===== src/rtl/instr_encoder.sv =====
// RV32I instruction encoder for the program-loader path: latches a field bundle,
// encodes and checks it, then issues a single instruction-memory write.
module instr_encoder #(
  parameter int unsigned ADDR_W = 8
) (
  input  logic              clk,
  input  logic              reset,
  input  logic              flush,
  input  logic              in_valid,
  output logic              in_ready,
  input  logic [6:0]        op,
  input  logic [2:0]        funct3,
  input  logic [6:0]        funct7,
  input  logic [4:0]        rd,
  input  logic [4:0]        rs1,
  input  logic [4:0]        rs2,
  input  logic [31:0]       imm,
  output logic              imem_we,
  output logic [ADDR_W-1:0] imem_addr,
  output logic [31:0]       imem_wdata,
  output logic [ADDR_W:0]   count,
  output logic              full,
  output logic              err,
  output logic [1:0]        err_code
);

  localparam logic [6:0] OpReg    = 7'b0110011;
  localparam logic [6:0] OpImm    = 7'b0010011;
  localparam logic [6:0] OpLoad   = 7'b0000011;
  localparam logic [6:0] OpJalr   = 7'b1100111;
  localparam logic [6:0] OpStore  = 7'b0100011;
  localparam logic [6:0] OpBranch = 7'b1100011;
  localparam logic [6:0] OpJal    = 7'b1101111;
  localparam logic [6:0] OpLui    = 7'b0110111;
  localparam logic [6:0] OpAuipc  = 7'b0010111;

  localparam logic [1:0] ErrNone     = 2'b00;
  localparam logic [1:0] ErrOpcode   = 2'b01;
  localparam logic [1:0] ErrRange    = 2'b10;
  localparam logic [1:0] ErrMisalign = 2'b11;

  localparam logic [ADDR_W:0] CntOne  = {{ADDR_W{1'b0}}, 1'b1};
  localparam logic [ADDR_W:0] Depth   = {1'b1, {ADDR_W{1'b0}}};
  localparam logic [ADDR_W:0] LastCnt = Depth - CntOne;

  typedef enum logic [1:0] {StIdle, StEnc, StWrite, StErr} state_e;
  typedef enum logic [2:0] {FmtR, FmtI, FmtS, FmtB, FmtU, FmtJ, FmtBad} fmt_e;

  state_e      state_q;
  logic [6:0]  op_q;
  logic [2:0]  f3_q;
  logic [6:0]  f7_q;
  logic [4:0]  rd_q;
  logic [4:0]  rs1_q;
  logic [4:0]  rs2_q;
  logic [31:0] imm_q;
  logic [31:0] word_q;
  logic [1:0]  code_q;

  fmt_e        fmt;
  logic [2:0]  f3_eff;
  logic [31:0] enc_word;
  logic [1:0]  enc_code;
  logic        range_ok;
  logic        misalign;

  // Count never exceeds the depth, so its MSB alone means "full".
  assign full = count[ADDR_W];

  always_comb begin
    fmt = FmtBad;
    case (op_q)
      OpReg:                  fmt = FmtR;
      OpImm, OpLoad, OpJalr:  fmt = FmtI;
      OpStore:                fmt = FmtS;
      OpBranch:               fmt = FmtB;
      OpJal:                  fmt = FmtJ;
      OpLui, OpAuipc:         fmt = FmtU;
      default:                fmt = FmtBad;
    endcase

    f3_eff = (op_q == OpJalr) ? 3'b000 : f3_q;

    enc_word = '0;
    case (fmt)
      FmtR: enc_word = {f7_q, rs2_q, rs1_q, f3_q, rd_q, op_q};
      FmtI: enc_word = {imm_q[11:0], rs1_q, f3_eff, rd_q, op_q};
      FmtS: enc_word = {imm_q[11:5], rs2_q, rs1_q, f3_q, imm_q[4:0], op_q};
      FmtB: enc_word = {imm_q[12], imm_q[10:5], rs2_q, rs1_q, f3_q, imm_q[4:1], imm_q[11],
                        op_q};
      FmtU: enc_word = {imm_q[31:12], rd_q, op_q};
      FmtJ: enc_word = {imm_q[20], imm_q[10:1], imm_q[11], imm_q[19:12], rd_q, op_q};
      default: enc_word = '0;
    endcase

    // A value fits a signed field when all bits above the field's sign bit match it.
    range_ok = 1'b1;
    case (fmt)
      FmtI, FmtS: range_ok = (&imm_q[31:11]) | ~(|imm_q[31:11]);
      FmtB:       range_ok = (&imm_q[31:12]) | ~(|imm_q[31:12]);
      FmtJ:       range_ok = (&imm_q[31:20]) | ~(|imm_q[31:20]);
      FmtU:       range_ok = (imm_q[11:0] == 12'h000);
      default:    range_ok = 1'b1;
    endcase

    misalign = ((fmt == FmtB) || (fmt == FmtJ)) && imm_q[0];

    if (fmt == FmtBad) begin
      enc_code = ErrOpcode;
    end else if (misalign) begin
      enc_code = ErrMisalign;
    end else if (!range_ok) begin
      enc_code = ErrRange;
    end else begin
      enc_code = ErrNone;
    end
  end

  always_ff @(posedge clk) begin
    if ((state_q == StIdle) && in_valid && in_ready) begin
      op_q  <= op;
      f3_q  <= funct3;
      f7_q  <= funct7;
      rd_q  <= rd;
      rs1_q <= rs1;
      rs2_q <= rs2;
      imm_q <= imm;
    end
    if (state_q == StEnc) begin
      word_q <= enc_word;
      code_q <= enc_code;
    end
  end

  always_ff @(posedge clk) begin
    if (reset || flush) begin
      state_q    <= StIdle;
      in_ready   <= 1'b1;
      imem_we    <= 1'b0;
      imem_addr  <= '0;
      imem_wdata <= '0;
      count      <= '0;
      err        <= 1'b0;
      err_code   <= ErrNone;
    end else begin
      imem_we <= 1'b0;
      // The strobe is registered, so the count follows it one edge later.
      if (imem_we) begin
        count <= count + CntOne;
      end
      unique case (state_q)
        StIdle: begin
          if (in_valid && in_ready) begin
            in_ready <= 1'b0;
            state_q  <= StEnc;
          end
        end
        StEnc: begin
          state_q <= (enc_code != ErrNone) ? StErr : StWrite;
        end
        StWrite: begin
          imem_we    <= 1'b1;
          imem_addr  <= count[ADDR_W-1:0];
          imem_wdata <= word_q;
          in_ready   <= (count != LastCnt);
          state_q    <= StIdle;
        end
        StErr: begin
          if (!err) begin
            err      <= 1'b1;
            err_code <= code_q;
          end
          in_ready <= ~full;
          state_q  <= StIdle;
        end
        default: state_q <= StIdle;
      endcase
    end
  end

endmodule

===== config.mk =====
export PLATFORM = sky130hd
export DESIGN_NAME = instr_encoder
export DESIGN_NICKNAME = d
export VERILOG_FILES = /design/src/rtl/instr_encoder.sv
export SDC_FILE = /design/constraint.sdc
export NUM_CORES = 1
export LEC_CHECK = 0
export CORE_MARGIN = 1
export CORE_UTILIZATION = 40
export CTS_BUF_LIST = sky130_fd_sc_hd__clkbuf_8
export CTS_CLUSTER_SIZE = 25
export DETAILED_ROUTE_END_ITERATION = 8
export HOLD_SLACK_MARGIN = 0.06
export PLACE_DENSITY = 0.75
export SETUP_SLACK_MARGIN = 0.02
export SKIP_LAST_GASP = 1
export SYNTH_ARGS = -nofsm -noshare
export SYNTH_HDL_FRONTEND = slang
export SYNTH_SLANG_ARGS = --single-unit

===== constraint.sdc =====
create_clock -name clk -period 7.7 [get_ports clk]
set_input_delay 0.77 -clock clk [delete_from_list [all_inputs] [get_ports clk]]
set_output_delay 0.77 -clock clk [all_outputs]
set_load 0.02 [all_outputs]

# Word level (Yosys, flattened, before mapping)

Cells that the tools add are included.

Equal/unequal tests: 20
Reductions and logical operators: 23
Add/subtract/negate cells: 1
Multiplexer cells: 13
Bitwise logic cells: 8

Operators with widths:

| kind                                                  | number |
|---|---|
| one-hot mux 32 bit (6 select lines)                   | 1 |
| equality test 7 x 6 -> 1 bit, second input constant   | 3 |
| equality test 7 bit, second input constant            | 3 |
| AND reduction 21 bit                                  | 1 |
| OR reduction 21 bit                                   | 1 |
| AND reduction 20 bit                                  | 1 |
| OR reduction 20 bit                                   | 1 |
| one-hot mux 3 bit (6 select lines)                    | 1 |
| equality test 7 x 5 -> 1 bit, second input constant   | 2 |
| logical NOT 12 bit                                    | 1 |
| AND reduction 12 bit                                  | 1 |
| OR reduction 12 bit                                   | 1 |
| adder 9 x 1 -> 9 bit, second input constant           | 1 |
| equality test 3 bit, second input constant            | 3 |
| inequality test 9 x 8 -> 1 bit, second input constant | 1 |
| 2-to-1 mux 2 bit                                      | 4 |
| equality test 7 x 2 -> 1 bit, second input constant   | 1 |
| equality test 3 x 2 -> 1 bit, second input constant   | 2 |
| one-hot mux 2 bit (3 select lines)                    | 1 |
| OR reduction 2 bit                                    | 3 |
| inverter 1 bit                                        | 5 |
| equality test 2 bit, second input constant            | 2 |
| logical AND 1 bit                                     | 4 |
| one-hot mux 1 bit (4 select lines)                    | 1 |
| 14 further kinds                                      | 20 |

Input bits: 68
Register bits: 154

# Longest topological paths before layout

Depth after elaboration: 12
Depth in mapped cells: 12

# Worst setup path before layout

OpenSTA, ideal clock, no wires.

Kind: in2reg
Start: in in_valid
End: reg f3_q[0] (enable)
Cell stages on the path: 2
Arrival: 5.162 ns
Slack: 1.973 ns
Required time: 7.135 ns
Cell sequence: nand2_1 nor3_1

Word-level cells in the longest chain between the ends: 2

RTL lines:

| what                            | RTL line | source |
|---|---|---|
| from (decl)                     | 9        | `input logic in_valid,` |
| logical AND 1 bit (2 in series) | 120      | `if ((state_q == StIdle) && in_valid && in_ready) begin` |
| to (signal assigned)            | 122      | `f3_q <= funct3;` |
| to (decl)                       | 51       | `logic [2:0] f3_q;` |

No other way between the ends.
A chain may end at the register's enable or synchronous reset.

# Worst setup path in the final report

Start: reg op_q[6]
End: reg word_q[16] (data pin)

Word-level cells in the longest chain between the ends: 5
Elaborated cells between the ends (all ways): 19
Those cells by class: eq/ne (14); mux (2); reduce/logical (3)

RTL lines:

| what                                                            | RTL line | source |
|---|---|---|
| from (decl)                                                     | 50       | `logic [6:0] op_q;` |
| from (signal assigned)                                          | 121      | `op_q <= op;` |
| equality test 7 bit, or another cell as far along               | 72       | `case (op_q)` |
| OR reduction 3 bit / OR reduction 2 bit (equally long branches) | 72       |  |
| one-hot mux 3 bit (6 select lines) (*)                          | 72       |  |
| equality test 3 bit, or another cell as far along               | 85       | `case (fmt)` |
| one-hot mux 32 bit (6 select lines) (*)                         | 85       |  |
| via enc_word[16]                                                | 62       | `logic [31:0] enc_word;` |
| to (signal assigned)                                            | 130      | `word_q <= enc_word;` |
| to (decl)                                                       | 57       | `logic [31:0] word_q;` |

Mark *: on every way through the listed nets, which the timed path passes. The rest lies on a longest branch.

==> metrics.md <==
| Metric | Value |
|---|---|
| Sequential share of the synthesized area | 0.6720 |
| YS warnings | 0 |
| Post-Synth Simple-Gate Area | 0.1573 |
| Starting DRT DRC Count | 335 |
| VDD IR-drop max | 0.1015 mV |
| Via density | 5.235 |
| CP peak stage delay | 0.89 ns |
| Clock Tree Buf Depth | 2 |
| Max Fclk | 263.5 MHz |
| # diodes | 0 |
| Worst setup path category | flip-flop to flip-flop |
| Largest family of logic cells by synthesized area | simple AND/OR/NAND/NOR gates |
| Clk root buf | clkbuf_8 |
| Post-route ant nets | 0 |
| Total global-route track usage | 0.1770 |
| Ys flop type | edfxtp_1 |
| Max-slew headroom | 0.2750 |
| Status | finished, violations left |
| Register bit total from synthesis | 154 |
| Pwr Total | 0.001540 W |
| Hold buffer count at CTS | 0 |
| Total Wirelength | 13330 microns |
| Overflow after GRT | 0 |
| Worst skew pair latency | 0.46 ns |
| Mapped Cells | 509 |
| Clk sinks | 154 |
| Largest fanout on the critical path | 25 |
| Least-Margin Pin Slew | 1.086 ns |
| Post-Synth Adder-Cell Area | 0.008276 |
| CP Launch Type | flip-flop |
| Final net count | 699 |
| CP Cell Sequence | and4b_1 > o2111ai_1 > ha_1 > o21ai_0 > a21oi_2 > nor2_1 |
| Post-CTS Setup Repair Bufs | 0 |
| DRC errors left | 14 |
| Slowest cell on crit path | a21oi_2 |
| Worst Clk Skew | 0.01196 ns |
| Arr. time, crit path | 3.96 ns |
| Number of buffers added on ports | 122 |
| WP buf/inv | 0 |
| Syn Std Cell Area | 6047 sq um |
| HP Class | flip-flop to flip-flop |
| Failing checks | DRC |
| Crit path max-delay family | compound AO/OA/AOI/OAI gates |
| RSZ-0062 raised after global routing | false |
| Post-synth cell types | 58 |
| CTS tree | yes |
| Setup TNS | 0 ns |
| Final Critical Period | 3.795 ns |
| First-pass detailed-route iteration total | 7 |
| Compound-cell area share of the yosys netlist | 0.1128 |
| Post-cts repair resize count | 0 |
| Core Box Area | 14640 sq um |
| Share of layout cells above drive strength 1 | 0.07813 |
| Pleak | 2.478 nW |
| Post-synth EDFFs | 98 |
| Post-synthesis mux area share | 0.02214 |
| Clk slew on worst S/H paths | 0.08 ns |
| DIE HEIGHT | 125.0 microns |
| Gpl congestion | 0.8639 |
| Largest net degree at the start of global routing | 65 |
| Post-detail-place hpwl | 9790 microns |
| Count of final max-slew check failures | 0 |
| Cell area power density | 198.9 nW/um^2 |
| Max-cap violations | 0 |
| Vias | 4314 |
| H-tree Lvls | 4 |
| CTS buffer count | 17 |
| Die Wd | 125.0 microns |
| Worst Path Required | 7.87 ns |
| First-pass GRT wire length | 21200 microns |
| Area of the die | 15610 sq um |
| Async SR Flop Fraction | 0 |
| Final Cycle Share | 0.4928 |
| Vias in the first global route | 4197 |
| Post-Synth XOR/XNOR Area | 0.005794 |
| Initial Util | 0.4129 |
| Synth Net Count | 581 |
| CP Capture Type | flip-flop |
| Drt wl/cell | 16.17 microns |
| Hold WS | 0.4553 ns |
| Syn Area/Cell | 11.88 sq um |
| Final setup violating endpoints | 0 |
| Initial antenna violation count | 0 |
| Final Hold Viols | 0 |
| I/O Pins | 123 |
| Rows | 44 |
| P&R area growth vs syn | 27.99% |
[worst reg2reg max path, cell delays in order, from the launching register on]
cell       delay, ns
edfxtp_1        0.53
and4b_1         0.28
o2111ai_1       0.88
ha_1            0.45
o21ai_0         0.33
a21oi_2         0.89
nor2_1          0.15
[cell families after synthesis]
| family | count (synthesis) |
|---|---|
| flip-flops | 154 |
| buffers and inverters | 30 |
| adder cells (fa/ha/maj) | 4 |
| XOR/XNOR | 4 |
| multiplexers | 13 |
| AND/OR/NAND/NOR | 196 |
| AO/OA/AOI/OAI | 108 |
[metal layers]
metal | track usage | vias up | wire [microns]
met1 | 0.2253 | 2030 | 5909
li1 | - | 2086 | -
met3 | 0.05135 | 28 | 770
met2 | 0.2763 | 170 | 6253
met5 | 0 | - | 0
met4 | 0.09039 | 0 | 391
[cell usage after synthesis, types with 2 or more instances]
master    number  area, sq um
a32o_1         2        20.02
or3_1          6        37.54
nand3b_1       3        22.52
edfxtp_1      98         2943
xor2_1         3        26.28
mux2_2         3        33.78
mux2i_1       10        100.1
or4_1          2        15.01
nor2_1        45        168.9
a21oi_1       57        285.3
a22o_1         4        35.03
nor2b_1        2        12.51
and2_1         9        56.30
nand4_1        8        50.05
buf_2          6        30.03
a211o_1        2        17.52
and2_4         2        17.52
and4b_1        2        20.02
a21o_1         2        15.01
o21ai_0       12        60.06
ha_1           4        50.05
nor3b_1        2        15.01
inv_1          3        11.26
dfxtp_1       56         1121
a22oi_1       15        112.6
nand2_1       92        345.3
nor3_1         2        10.01
nor4_1         6        37.54
clkbuf_1      19        71.32
nand3_1        4        20.02
[per-stage QoR]
stage,setup slack [ns],utilization,cell area [sq um],instances
after CTS,3.940,0.5285,7740,824
after floorplan,1.973,-,6047,509
after global placement,4.095,0.5066,7418,792
after detailed placement,3.930,0.5066,7418,792
final,3.905,0.5285,7740,824
after global routing,3.547,0.5285,7740,824
[sequential cells by signal (all words and copies together), names as in the netlist]
register    cells
code_q          2
count           9
err             1
err_code        2
f3_q            3
f7_q            7
imem_addr       8
imem_wdata     32
imem_we         1
imm_q          32
in_ready        1
op_q            7
rd_q            5
rs1_q           5
rs2_q           5
state_q         2
word_q         32
[power breakdown]
part	internal (W)	switching [W]
Combinational	0.0000481	0.0000469
Clock	0.000215	0.000290
Sequential	0.000916	0.0000238
[worst paths after layout]
kind / from / depth (start not counted) / slack, ns / end
worst min register to register: imem_wdata[31] / 2 / 0.46 / imem_wdata[31]
worst max-delay path: op_q[6] / 6 / 3.91 / word_q[16]
worst max register to register: op_q[6] / 6 / 3.91 / word_q[16]
worst min-delay path: imem_wdata[31] / 2 / 0.46 / imem_wdata[31]
[placed cells by master (no fill, tap or decap), types with 3 or more instances in the layout]
cell type          n
a21oi_1           57
a22o_1             4
a22oi_1           15
and2_1             9
buf_4              4
clkbuf_8          17
clkdlybuf4s50_1  122
clkinv_1           3
dfxtp_1           56
edfxtp_1          98
ha_1               4
inv_1              6
mux2_2             3
mux2i_1           10
nand2_1           92
nand3_1            4
nand3b_1           3
nand4_1            8
nor2_1            45
nor4_1             6
o21ai_0           12
or3_1              6
xor2_1             3
[final cells by class]
type                            count  area [sq um]
Timing Repair Buffer              126          1251
Multi-Input combinational cell    325          1862
Clock buffer                       17         234.0
Clock inverter                     15         87.58
Sequential cell                   154          4064
Fill cell                        1249          6904
Inverter                            3         11.26
Tap cell                          184         230.2
Note: power is estimated with default switching activity, not from simulation.
